<file path="config.mk">
export PLATFORM = sky130hd
export DESIGN_NAME = fir4_serial_ctrl_flat
export DESIGN_NICKNAME = d
export VERILOG_FILES = /design/src/rtl/fir4_pkg.sv /design/src/rtl/fir4_serial_ctrl_if.sv /design/src/rtl/fir4_mac.sv /design/src/rtl/fir4_serial_ctrl.sv /design/src/flat_wrapper.sv
export SDC_FILE = /design/constraint.sdc
export NUM_CORES = 1
export LEC_CHECK = 0
export ABC_AREA = 1
export CAP_MARGIN = 10
export CORE_ASPECT_RATIO = 0.7
export CORE_MARGIN = 4
export CORE_UTILIZATION = 47
export CTS_BUF_LIST = sky130_fd_sc_hd__clkbuf_16
export CTS_CLUSTER_DIAMETER = 60
export DETAILED_ROUTE_END_ITERATION = 8
export PLACE_DENSITY = 0.68
export SYNTH_ARGS = -nofsm -noshare
export SYNTH_HDL_FRONTEND = slang
export SYNTH_SLANG_ARGS = --single-unit
</file>
<file path="constraint.sdc">
create_clock -name clk -period 5.05 [get_ports clk]
set_input_delay 1.2625 -clock clk [delete_from_list [all_inputs] [get_ports clk]]
set_output_delay 1.2625 -clock clk [all_outputs]
set_load 0.005 [all_outputs]
</file>
<file path="src/rtl/fir4_pkg.sv">
// Shared types and constants for the folded 4-tap FIR: state encoding, default widths,
// accumulator/tap-counter widths and the output formatting function.
// Build option FIR4_SAT_EN: fmt() saturates instead of wrapping.
package fir4_pkg;

  localparam int DEF_DW    = 8;
  localparam int DEF_CW    = 8;
  localparam int DEF_OW    = 16;
  localparam int DEF_NTAPS = 4;

  // Accumulator never overflows: NTAPS products of DW x CW bits need $clog2(NTAPS) guard bits.
  localparam int AW   = DEF_DW + DEF_CW + $clog2(DEF_NTAPS);
  localparam int TAPW = $clog2(DEF_NTAPS);

  typedef enum logic [1:0] {
    IDLE = 2'd0,
    MAC  = 2'd1,
    OUT  = 2'd2
  } state_t;

  // Reduce a full-width accumulator value to the output width (default widths).
  function automatic logic signed [DEF_OW-1:0] fmt(input logic signed [AW-1:0] acc);
    logic [AW-DEF_OW:0] hi;
    hi = acc[AW-1:DEF_OW-1];
`ifdef FIR4_SAT_EN
    if (hi == '0 || hi == '1) begin
      return acc[DEF_OW-1:0];
    end else if (acc[AW-1]) begin
      return {1'b1, {(DEF_OW-1){1'b0}}};
    end else begin
      return {1'b0, {(DEF_OW-1){1'b1}}};
    end
`else
    return (hi == '0) ? acc[DEF_OW-1:0] : acc[DEF_OW-1:0];
`endif
  endfunction

endpackage

</file>
<file path="src/rtl/fir4_serial_ctrl_if.sv">
// Handshake/config bundle between sample source/sink and the folded FIR.
// master drives samples, coefficient writes, flush and y_ready; slave is the filter.
// Backpressure: x_ready/y_valid-y_ready pairs; coef_err reports dropped writes.
interface fir4_serial_ctrl_if
  import fir4_pkg::*;
#(
  parameter int DW    = DEF_DW,
  parameter int CW    = DEF_CW,
  parameter int OW    = DEF_OW,
  parameter int NTAPS = DEF_NTAPS
);
  localparam int CAW = $clog2(NTAPS);

  logic signed [DW-1:0]  x_in;
  logic                  x_valid;
  logic                  x_ready;
  logic signed [OW-1:0]  y_out;
  logic                  y_valid;
  logic                  y_ready;
  logic                  coef_we;
  logic [CAW-1:0]        coef_addr;
  logic signed [CW-1:0]  coef_data;
  logic                  coef_err;
  logic                  flush;
  logic                  busy;

  modport master (
    output x_in, x_valid, y_ready, coef_we, coef_addr, coef_data, flush,
    input  x_ready, y_out, y_valid, coef_err, busy
  );

  modport slave (
    input  x_in, x_valid, y_ready, coef_we, coef_addr, coef_data, flush,
    output x_ready, y_out, y_valid, coef_err, busy
  );

endinterface

</file>
<file path="src/rtl/fir4_mac.sv">
// Shared signed multiply-accumulate: acc <= acc + a*b when en, acc <= 0 when clr.
// Latency: sum is combinational (acc + current product), acc updates on the edge.
// No backpressure; the controller sequences clr/en.
module fir4_mac #(
  parameter int DW = 8,
  parameter int CW = 8,
  parameter int AW = 18
) (
  input  logic                 clk,
  input  logic                 rst,
  input  logic                 clr,
  input  logic                 en,
  input  logic signed [DW-1:0] a,
  input  logic signed [CW-1:0] b,
  output logic signed [AW-1:0] sum
);
  logic signed [AW-1:0]    acc;
  logic signed [DW+CW-1:0] prod;

  assign prod = a * b;
  assign sum  = acc + AW'(prod);

  // Accumulator register: clear wins over accumulate.
  always_ff @(posedge clk or posedge rst) begin
    if (rst) begin
      acc <= '0;
    end else if (clr) begin
      acc <= '0;
    end else if (en) begin
      acc <= sum;
    end
  end

endmodule

</file>
<file path="src/rtl/fir4_serial_ctrl.sv">
// Folded NTAPS-tap FIR: one shared MAC walks the taps, one per clock (FIR4_SAT_EN: saturate output).
// Latency: accept -> y_valid after NTAPS edges; one sample every NTAPS+2 cycles at best.
// Backpressure: x_ready only in IDLE; result held in OUT until y_ready.
module fir4_serial_ctrl
  import fir4_pkg::*;
#(
  parameter int DW    = DEF_DW,
  parameter int CW    = DEF_CW,
  parameter int OW    = DEF_OW,
  parameter int NTAPS = DEF_NTAPS
) (
  input  logic              clk,
  input  logic              rst,
  fir4_serial_ctrl_if.slave bus
);
  localparam int ACW = DW + CW + $clog2(NTAPS);
  localparam int TCW = $clog2(NTAPS);
  localparam logic [TCW-1:0] LAST_TAP = TCW'(NTAPS - 1);

  state_t                state;
  logic [TCW-1:0]        tap;
  logic signed [DW-1:0]  dly  [NTAPS];
  logic signed [CW-1:0]  coef [NTAPS];
  logic signed [ACW-1:0] sum;
  logic signed [OW-1:0]  y_fmt;
  logic signed [OW-1:0]  y_out_q;
  logic                  y_valid_q;
  logic                  coef_err_q;
  logic                  idle;
  logic                  accept;
  logic                  mac_en;

  assign idle         = (state == IDLE);
  assign accept       = idle && bus.x_valid;
  assign mac_en       = (state == MAC);
  assign bus.x_ready  = idle;
  assign bus.busy     = !idle;
  assign bus.y_out    = y_out_q;
  assign bus.y_valid  = y_valid_q;
  assign bus.coef_err = coef_err_q;

  fir4_mac #(
    .DW (DW),
    .CW (CW),
    .AW (ACW)
  ) u_mac (
    .clk (clk),
    .rst (rst),
    .clr (accept),
    .en  (mac_en),
    .a   (dly[tap]),
    .b   (coef[tap]),
    .sum (sum)
  );

  // Fold the final sum into the output width: saturate when enabled, otherwise wrap.
  always_comb begin
    y_fmt = sum[OW-1:0];
`ifdef FIR4_SAT_EN
    if (!((&sum[ACW-1:OW-1]) || !(|sum[ACW-1:OW-1]))) begin
      y_fmt = sum[ACW-1] ? {1'b1, {(OW-1){1'b0}}} : {1'b0, {(OW-1){1'b1}}};
    end
`endif
  end

`ifndef FIR4_SAT_EN
  logic unused_sum_hi;
  assign unused_sum_hi = ^sum[ACW-1:OW];
`endif

  // Control FSM: accept -> NTAPS MAC steps -> hold result until the sink takes it.
  always_ff @(posedge clk or posedge rst) begin
    if (rst) begin
      state     <= IDLE;
      tap       <= '0;
      y_out_q   <= '0;
      y_valid_q <= 1'b0;
    end else begin
      case (state)
        IDLE: begin
          if (accept) begin
            state <= MAC;
            tap   <= '0;
          end
        end
        MAC: begin
          tap <= tap + TCW'(1);
          if (tap == LAST_TAP) begin
            state     <= OUT;
            y_out_q   <= y_fmt;
            y_valid_q <= 1'b1;
          end
        end
        OUT: begin
          if (bus.y_ready) begin
            state     <= IDLE;
            y_valid_q <= 1'b0;
          end
        end
        default: state <= IDLE;
      endcase
    end
  end

  // Sample delay line: shift on accept; flush only acts while idle and clears history before the load.
  always_ff @(posedge clk or posedge rst) begin
    if (rst) begin
      for (int k = 0; k < NTAPS; k++) dly[k] <= '0;
    end else if (idle) begin
      if (accept) begin
        dly[0] <= bus.x_in;
        for (int k = 1; k < NTAPS; k++) dly[k] <= bus.flush ? '0 : dly[k-1];
      end else if (bus.flush) begin
        for (int k = 0; k < NTAPS; k++) dly[k] <= '0;
      end
    end
  end

  // Coefficient registers: writable only while idle so a running sum never sees a mix.
  always_ff @(posedge clk or posedge rst) begin
    if (rst) begin
      for (int k = 0; k < NTAPS; k++) coef[k] <= '0;
    end else if (bus.coef_we && idle) begin
      coef[bus.coef_addr] <= bus.coef_data;
    end
  end

  // Flag a write that arrived while busy; it was dropped.
  always_ff @(posedge clk or posedge rst) begin
    if (rst) begin
      coef_err_q <= 1'b0;
    end else begin
      coef_err_q <= bus.coef_we && !idle;
    end
  end

endmodule

</file>
<file path="src/flat_wrapper.sv">
// flat-port wrapper written by rule: the top's interface ports become plain ports
module fir4_serial_ctrl_flat import fir4_pkg::*;
#(
  parameter int DW    = DEF_DW,
  parameter int CW    = DEF_CW,
  parameter int OW    = DEF_OW,
  parameter int NTAPS = DEF_NTAPS
)
  (clk, rst, bus_x_in, bus_x_valid, bus_y_ready, bus_coef_we, bus_coef_addr, bus_coef_data, bus_flush, bus_x_ready, bus_y_out, bus_y_valid, bus_coef_err, bus_busy);
  fir4_serial_ctrl_if #(.DW(DW), .CW(CW), .OW(OW), .NTAPS(NTAPS)) bus_i ();
  input  logic clk;
  input  logic rst;
  input wire logic [$bits(bus_i.x_in)-1:0] bus_x_in;
  input wire logic [$bits(bus_i.x_valid)-1:0] bus_x_valid;
  input wire logic [$bits(bus_i.y_ready)-1:0] bus_y_ready;
  input wire logic [$bits(bus_i.coef_we)-1:0] bus_coef_we;
  input wire logic [$bits(bus_i.coef_addr)-1:0] bus_coef_addr;
  input wire logic [$bits(bus_i.coef_data)-1:0] bus_coef_data;
  input wire logic [$bits(bus_i.flush)-1:0] bus_flush;
  output wire logic [$bits(bus_i.x_ready)-1:0] bus_x_ready;
  output wire logic [$bits(bus_i.y_out)-1:0] bus_y_out;
  output wire logic [$bits(bus_i.y_valid)-1:0] bus_y_valid;
  output wire logic [$bits(bus_i.coef_err)-1:0] bus_coef_err;
  output wire logic [$bits(bus_i.busy)-1:0] bus_busy;
  assign bus_i.x_in = bus_x_in;
  assign bus_i.x_valid = bus_x_valid;
  assign bus_i.y_ready = bus_y_ready;
  assign bus_i.coef_we = bus_coef_we;
  assign bus_i.coef_addr = bus_coef_addr;
  assign bus_i.coef_data = bus_coef_data;
  assign bus_i.flush = bus_flush;
  assign bus_x_ready = bus_i.x_ready;
  assign bus_y_out = bus_i.y_out;
  assign bus_y_valid = bus_i.y_valid;
  assign bus_coef_err = bus_i.coef_err;
  assign bus_busy = bus_i.busy;
  fir4_serial_ctrl #(.DW(DW), .CW(CW), .OW(OW), .NTAPS(NTAPS)) u_core (.clk(clk), .rst(rst), .bus(bus_i));
endmodule
</file>
; Yosys cells after proc, flatten, opt, wreduce, memory -nomap -nowiden
; Cells that the tools add are included.
[totals]
register_bits = 104
in_bits = 24
out_inout_bits = 20
elab_cells = 68
[op_classes]
add_sub_neg = 2
multipliers = 1
magnitude_cmp = 3
n_eq_ne = 6
muxes = 25
bitwise_logic = 2
reduce_logical = 15
[op_table]
columns = op, n
row1 = 32-bit two-way mux, 2
row2 = 8-bit two-way mux, 8
row3 = 18-bit two-way mux, 2
row4 = 8-bit binary-select mux with 2-bit select, 2
row5 = 32-bit bitwise mux, 1
row6 = 18-bit by 16-bit adder with 18-bit output, 1
row7 = 8-bit demux with 2-bit select, 1
row8 = 8-bit by 8-bit multiplier with 16-bit output, 1
row9 = 2-bit two-way mux, 4
row10 = 2-bit nonzero test, 4
row11 = 3-bit >= comparator (second input constant), 2
row12 = 2-bit != test (second input constant), 3
row13 = 2-bit NOT with 3-bit output, 2
row14 = 2-bit one-hot mux with 3 select lines, 1
row15 = 2-bit AND reduction, 3
row16 = 3-bit AND reduction, 2
row17 = 2-bit == test (second input constant), 2
row18 = 1-bit logical AND, 4
row19 = 2-bit one-hot mux with 2 select lines, 1
row20 = 3-bit by 1-bit less-than comparator with 1-bit output (second input constant), 1
row21 = 2-bit by 1-bit adder with 2-bit output (second input constant), 1
row22 = 2-bit by 1-bit == test with 1-bit output (second input constant), 1
row23 = 2-bit logical NOT, 1
row24 = 1-bit two-way mux, 2
row25 = 2 further kinds, 2

; Longest topological paths before layout
; Gate-level depths: netlist of the first run.
[logic_depth]
ltp_word = 8
ltp_mapped = 27
mapped_depth_nobuf = 26

; Modules after synthesis
; Synthesis of the first run repeated with hierarchy kept, for this count alone.
[hier_totals]
hier_cells = 1050
hier_area_um2 = 8479.4
[by_module_without_submodules]
columns = module, n_inst, cells_per_inst, area_each_um2, seq_area_each_um2
row1 = fir4_mac, 1, 542, 4279.1, 450.4
row2 = fir4_serial_ctrl, 1, 508, 4200.3, 2152.1

; Least setup slack after synthesis of the first run
; No wires, ideal clock.
[synth_timing]
path_type = reg-to-reg
from = register u_core.tap[0]
to = register u_core.y_out_q[10], in the netlist u_core.bus.y_out[10]
setup_time_ns = 0.117
arrival_time_ns = 5.226
required_ns = 4.933
setup_slack_ns = -0.293
path_stages_with_launch = 23
n_path_buf = 2
synth_period_minus_slack_ns = 5.343
path_cell_list = dfrtp_1 > buf_6 > clkinv_2 > buf_6 > nand2_1 > a32oi_2 > inv_2 > nor2_2 > inv_1 > fa_1 > inv_1 > fa_1 > fa_1 > fa_1 > fa_1 > ha_1 > nand2_1 > a21oi_1 > or2_2 > a21oi_1 > nand2_1 > nand3_1 > nand2_1
[synth_via]
elab_chain_len = 6
word_cells_on_any_way = 11
cone_classes = 1 x add/sub / 1 x mul / 1 x eq/ne / 6 x mux / 1 x bitwise / 1 x reduce/logical
[synth_lines]
columns = item, line_no
row1 = from (decl), fir4_serial_ctrl.sv:21  ; logic [TCW-1:0] tap;
row2 = from (signal assigned), fir4_serial_ctrl.sv:87  ; tap <= tap + TCW'(1);
row3 = 2-bit NOT with 3-bit output (not written as such), "fir4_serial_ctrl.sv:51, fir4_serial_ctrl.sv:52"
row4 = 8-bit binary-select mux with 2-bit select (on tied branches), "fir4_serial_ctrl.sv:51, fir4_serial_ctrl.sv:52"
row5 = 8-bit two-way mux (on tied branches) (2 in series), "fir4_serial_ctrl.sv:51, fir4_serial_ctrl.sv:52"
row6 = 8-bit by 8-bit multiplier with 16-bit output, fir4_mac.sv:20  ; assign prod = a * b;
row7 = 18-bit by 16-bit adder with 18-bit output, fir4_mac.sv:21  ; assign sum = acc + AW'(prod);
row8 = to (signal assigned), fir4_serial_ctrl.sv:90  ; y_out_q <= y_fmt;
row9 = to (decl), fir4_serial_ctrl.sv:26  ; logic signed [OW-1:0] y_out_q;
; Parallel ways exist; a longest one is shown, timed or not. The select of a mux whose other input is x is not followed.
; A chain may end at the register's enable or synchronous reset.

; Final worst setup path of the first run
[layout_timing]
from = register u_core.tap[0]
to = register u_core.u_mac.acc[10]
[layout_via]
elab_chain_len = 8
word_cells_on_any_way = 11
cone_classes = 1 x add/sub / 1 x mul / 8 x mux / 1 x bitwise
[layout_lines]
columns = item, line_no
row1 = 2-bit NOT with 3-bit output (not written as such) (*), "fir4_serial_ctrl.sv:51, fir4_serial_ctrl.sv:52"
row2 = 8-bit binary-select mux with 2-bit select (on tied branches), "fir4_serial_ctrl.sv:51, fir4_serial_ctrl.sv:52"
row3 = 8-bit two-way mux (on tied branches) (2 in series), "fir4_serial_ctrl.sv:51, fir4_serial_ctrl.sv:52"
row4 = 8-bit by 8-bit multiplier with 16-bit output (*), fir4_mac.sv:20
row5 = 18-bit by 16-bit adder with 18-bit output (*), fir4_mac.sv:21
row6 = 18-bit two-way mux (*), fir4_mac.sv:29  ; end else if (en) begin
row7 = 18-bit two-way mux (*), fir4_mac.sv:27  ; end else if (clr) begin
row8 = to (signal assigned), fir4_mac.sv:30  ; acc <= sum;
row9 = to (decl), fir4_mac.sv:17  ; logic signed [AW-1:0] acc;
; Every way passes the cells marked *; elsewhere a longest branch is shown, timed or not. The select of a mux whose other input is x is not followed.

==> impl_metrics.py, run 1 <==
metrics = {
    "outcome": {
        "outcome": "finished with violations",
        "violations": "setup timing",
    },
    "clock_tree": {
        "cts.sinks": 102,
        "cts_buffers": 9,
        "ctsRootBufferMaster": "clkbuf_16",
        "clockBufferDepth": 2,
        "clk_pin_slew_ns": 0.09,
        "cts_tree": "done",
        "htreeDepth": 3,
        "hold_buffers": 0,
        "insertion_delay_ns": 0.36,
    },
    "setup_path": {
        "crit_type": "flip-flop to flip-flop",
        "crit_family": "adder cells",
        "critical_path_required_ns": 5.30,
        "crit_path_top_delay_cell": "fa_1",
        "reg2reg_from": "u_core.tap[0]$_DFFE_PP0P_",
        "startpoint": "u_core.tap[0]$_DFFE_PP0P_",
        "critPathMaxStageDelay_ns": 0.58,
        "arrival_ns": 5.40,
        "path_buf_inv": 5,
        "worstSetupEndpointType": "flip-flop",
        "critPathMostFrequentCell": "fa_1",
        "startpoint_type": "flip-flop",
        "path_max_fanout": 7,
        "path_cells": "buf_8, buf_12, nor2_1, inv_1, a32oi_2, buf_4, nand2_1, fa_1, fa_1, inv_2, fa_1, fa_1, fa_2, ha_4, nand2_4, a21oi_2, or2_4, a21oi_2, or2_4, nand3_1, nand2_1",
    },
    "sta": {
        "worst_pin_slew_ns": 0.701,
        "fmax_mhz": 194,
        "setup_viol": 14,
        "final.setup.tns_ns": -0.821,
        "period_minus_slack_ns": 5.15,
        "drv_slew": 0,
        "fin_skew_ns": 0.0167,
        "final-hold-violation-count": 0,
        "relSlewSlack_pct": 53.2,
        "rsz0062_at_grt": "true",
        "layout_setup_ws_ns": -0.102,
        "min_period_over_period_pct": 102,
    },
    "synthesis": {
        "netlist_instances": 862,
        "ys_seq_elements": 102,
        "synth-edff-count": 0,
        "synthFlopType": "dfrtp_1",
        "syn_area_sq_mm": 0.00749,
        "syn_area_per_cell_sq_um": 8.69,
        "synth_top_area_share_pct": 34.1,
        "yosysUniqueCellTypes": 35,
        "synth_async_sr_flop_share_pct": 100,
        "ys_seq_area_share_pct": 34.1,
        "synthTopCellsByArea": "dfrtp_1, fa_1, nand2_1",
        "synth_area_leader_cell": "dfrtp_1",
        "yosysWarningCount": 0,
        "synth_nets": 995,
    },
    "floorplanning": {
        "num_rows": 38,
        "die_w_microns": 159,
        "fp.coreArea_sq_mm": 0.0155,
        "fp.dieH_microns": 114,
        "dieArea_sq_mm": 0.0181,
        "initial_core_util_pct": 48.2,
        "ios": 44,
    },
    "hold_path": {
        "hp-start": "u_core.u_mac.acc[0]$_DFFE_PP0P_",
        "min_path_type": "flip-flop to flip-flop",
    },
    "detailed_routing": {
        "wl_mm": 19.0,
        "drt_iter0_markers": 424,
        "firstDrtPassIters": 5,
        "viasPerCell": 5.17,
        "route.detailed.drc": 0,
        "dr_total_vias": 6220,
        "ant_nets": 0,
        "wl_per_cell_microns": 15.8,
    },
    "placed_design": {
        "dpl.hpwl_mm": 13.3,
        "io_buffers": 43,
        "place.gp.congestion": 0.893,
    },
    "finish": {
        "final_cell_mix": "nand2_1, inv_1, dfrtp_1",
        "final_common_cell": "nand2_1",
        "fillers": 1222,
        "diodes": 0,
        "multi_input_area_sq_mm": 0.00467,
        "syn_to_final_growth_pct": 31.0,
        "nNetsFinal": 1131,
        "regArea_sq_mm": 0.00255,
        "drive_gt1_share_pct": 26.5,
    },
    "grt": {
        "overflow": 0,
        "use_met3_pct": 4.48,
        "grt_max_degree": 42,
        "grt-busiest-layer": "met1",
        "antenna_found_initial": 0,
        "grt_pass1_wl_mm": 31.1,
        "track_usage_pct": 21.2,
        "use_met2_pct": 30.3,
        "grt.met1_usage_pct": 33.6,
        "first_global_vias": 6175,
    },
    "run": {
        "maxCapViolCount": 0,
    },
}
-- layer usage --
| metal | vias up | part of all wire, % |
|---|---|---|
| met3 | 15 | 6.5 |
| met5 | - | 0 |
| met4 | 0 | 0.94 |
| met2 | 202 | 43 |
| li1 | 2969 | - |
| met1 | 3034 | 49 |
-- final timing paths --
check	slack, ns	cells after the start	end
worst max-delay path	-0.10	21	u_core.u_mac.acc[10]$_DFFE_PP0P_
worst min-delay path	0.49	2	u_core.u_mac.acc[0]$_DFFE_PP0P_
worst max register to register	-0.10	21	u_core.u_mac.acc[10]$_DFFE_PP0P_
worst min register to register	0.49	2	u_core.u_mac.acc[0]$_DFFE_PP0P_
max in group asynchronous	2.90	3	u_core.dly[17]$_DFFE_PP0P_
min in group asynchronous	1.29	2	u_core.bus.y_valid$_DFFE_PP0P_
-- cells in the mapped netlist, types with 4 or more instances --
cell type / n
a21oi_1: 28
a32oi_1: 5
a32oi_2: 10
buf_2: 10
buf_4: 4
buf_6: 8
dfrtp_1: 102
fa_1: 71
ha_1: 38
inv_1: 164
inv_2: 6
nand2_1: 214
nand3_1: 21
nand3_2: 4
nor2_1: 59
o21ai_0: 57
o21ai_1: 11
o22ai_1: 25
-- cell type report --
cell class / instances / area share (%)
clock buffer: 9 / 2.29
clock inverter: 7 / 0.981
inverter: 172 / 6.77
multi-input combinational: 565 / 47.5
sequential: 102 / 26.0
tap: 200 / 2.55
timing repair buffer: 147 / 13.8
timing repair inverter: 1 / 0.0510
-- flip-flops by register name, summed over array words and instances, names as in the netlist --
name                 count
u_core.bus.y_valid       1
u_core.state             2
u_core.dly              32
u_core.tap               2
u_core.u_mac.acc        16
u_core.bus.coef_err      1
u_core.coef             32
u_core.bus.y_out        16
-- per-stage QoR --
| stage | util, % | hold slack [ns] | setup slack, ns | std cells | cell area, sq um |
|---|---|---|---|---|---|
| after global placement | 55.4 | 0.464 | -0.0658 | 1158 | 8610 |
| after global routing | 63.2 | 0.515 | -0.282 | 1203 | 9820 |
| after detailed placement | 55.4 | 0.465 | -0.0732 | 1158 | 8610 |
| after floorplan | - | 0.448 | 0.0174 | 862 | 7510 |
| final | 63.2 | 0.487 | -0.102 | 1203 | 9820 |
| after CTS | 59.2 | 0.488 | 0.00226 | 1190 | 9200 |
-- repair_timing --
| action | in CTS | in global routing |
|---|---|---|
| hold endpoints to repair | 0 | 0 |
| endpoints found under the setup margin | 11 | 20 |
| buffers inserted | 15 | 10 |
| cloned | 1 | 3 |
| pin swaps | 22 | 53 |
| gates resized for setup | 30 | 121 |
-- worst min-delay path, stage by stage (launching register included) --
cell and delay (ns):
dfrtp_1 0.36, nand2_1 0.05, nand2_1 0.05
-- kinds of logic (layout without fill, tap and decap cells) --
logic type / after synthesis / in the layout / synth area share [%]
AOI/OAI and AO/OA: 142 / 142 / 11.9
xor gates and xnor gates: 2 / 2 / 0.234
adders and majority gates: 109 / 109 / 25.3
DFF: 102 / 102 / 34.1
and+or+nand+nor: 312 / 312 / 17.5
buffers and inverters: 195 / 336 / 11.0
Power of run 1 is left out: the tool's default activity adds up to more than one toggle a clock period on the data nets, which glitch-free logic cannot reach.
==> run 2, diff against run 1 <==
--- a/config.mk
+++ b/config.mk
@@ -6,6 +6,7 @@
 export NUM_CORES = 1
 export LEC_CHECK = 0
 export ABC_AREA = 1
+export ABC_CLOCK_PERIOD_IN_PS = 5050
 export CAP_MARGIN = 10
 export CORE_ASPECT_RATIO = 0.7
 export CORE_MARGIN = 4
==> results of run 2 <==
No change in the layout: final DEF, timing and power equal those of run 1.
Power of run 2 is left out for the same reason.
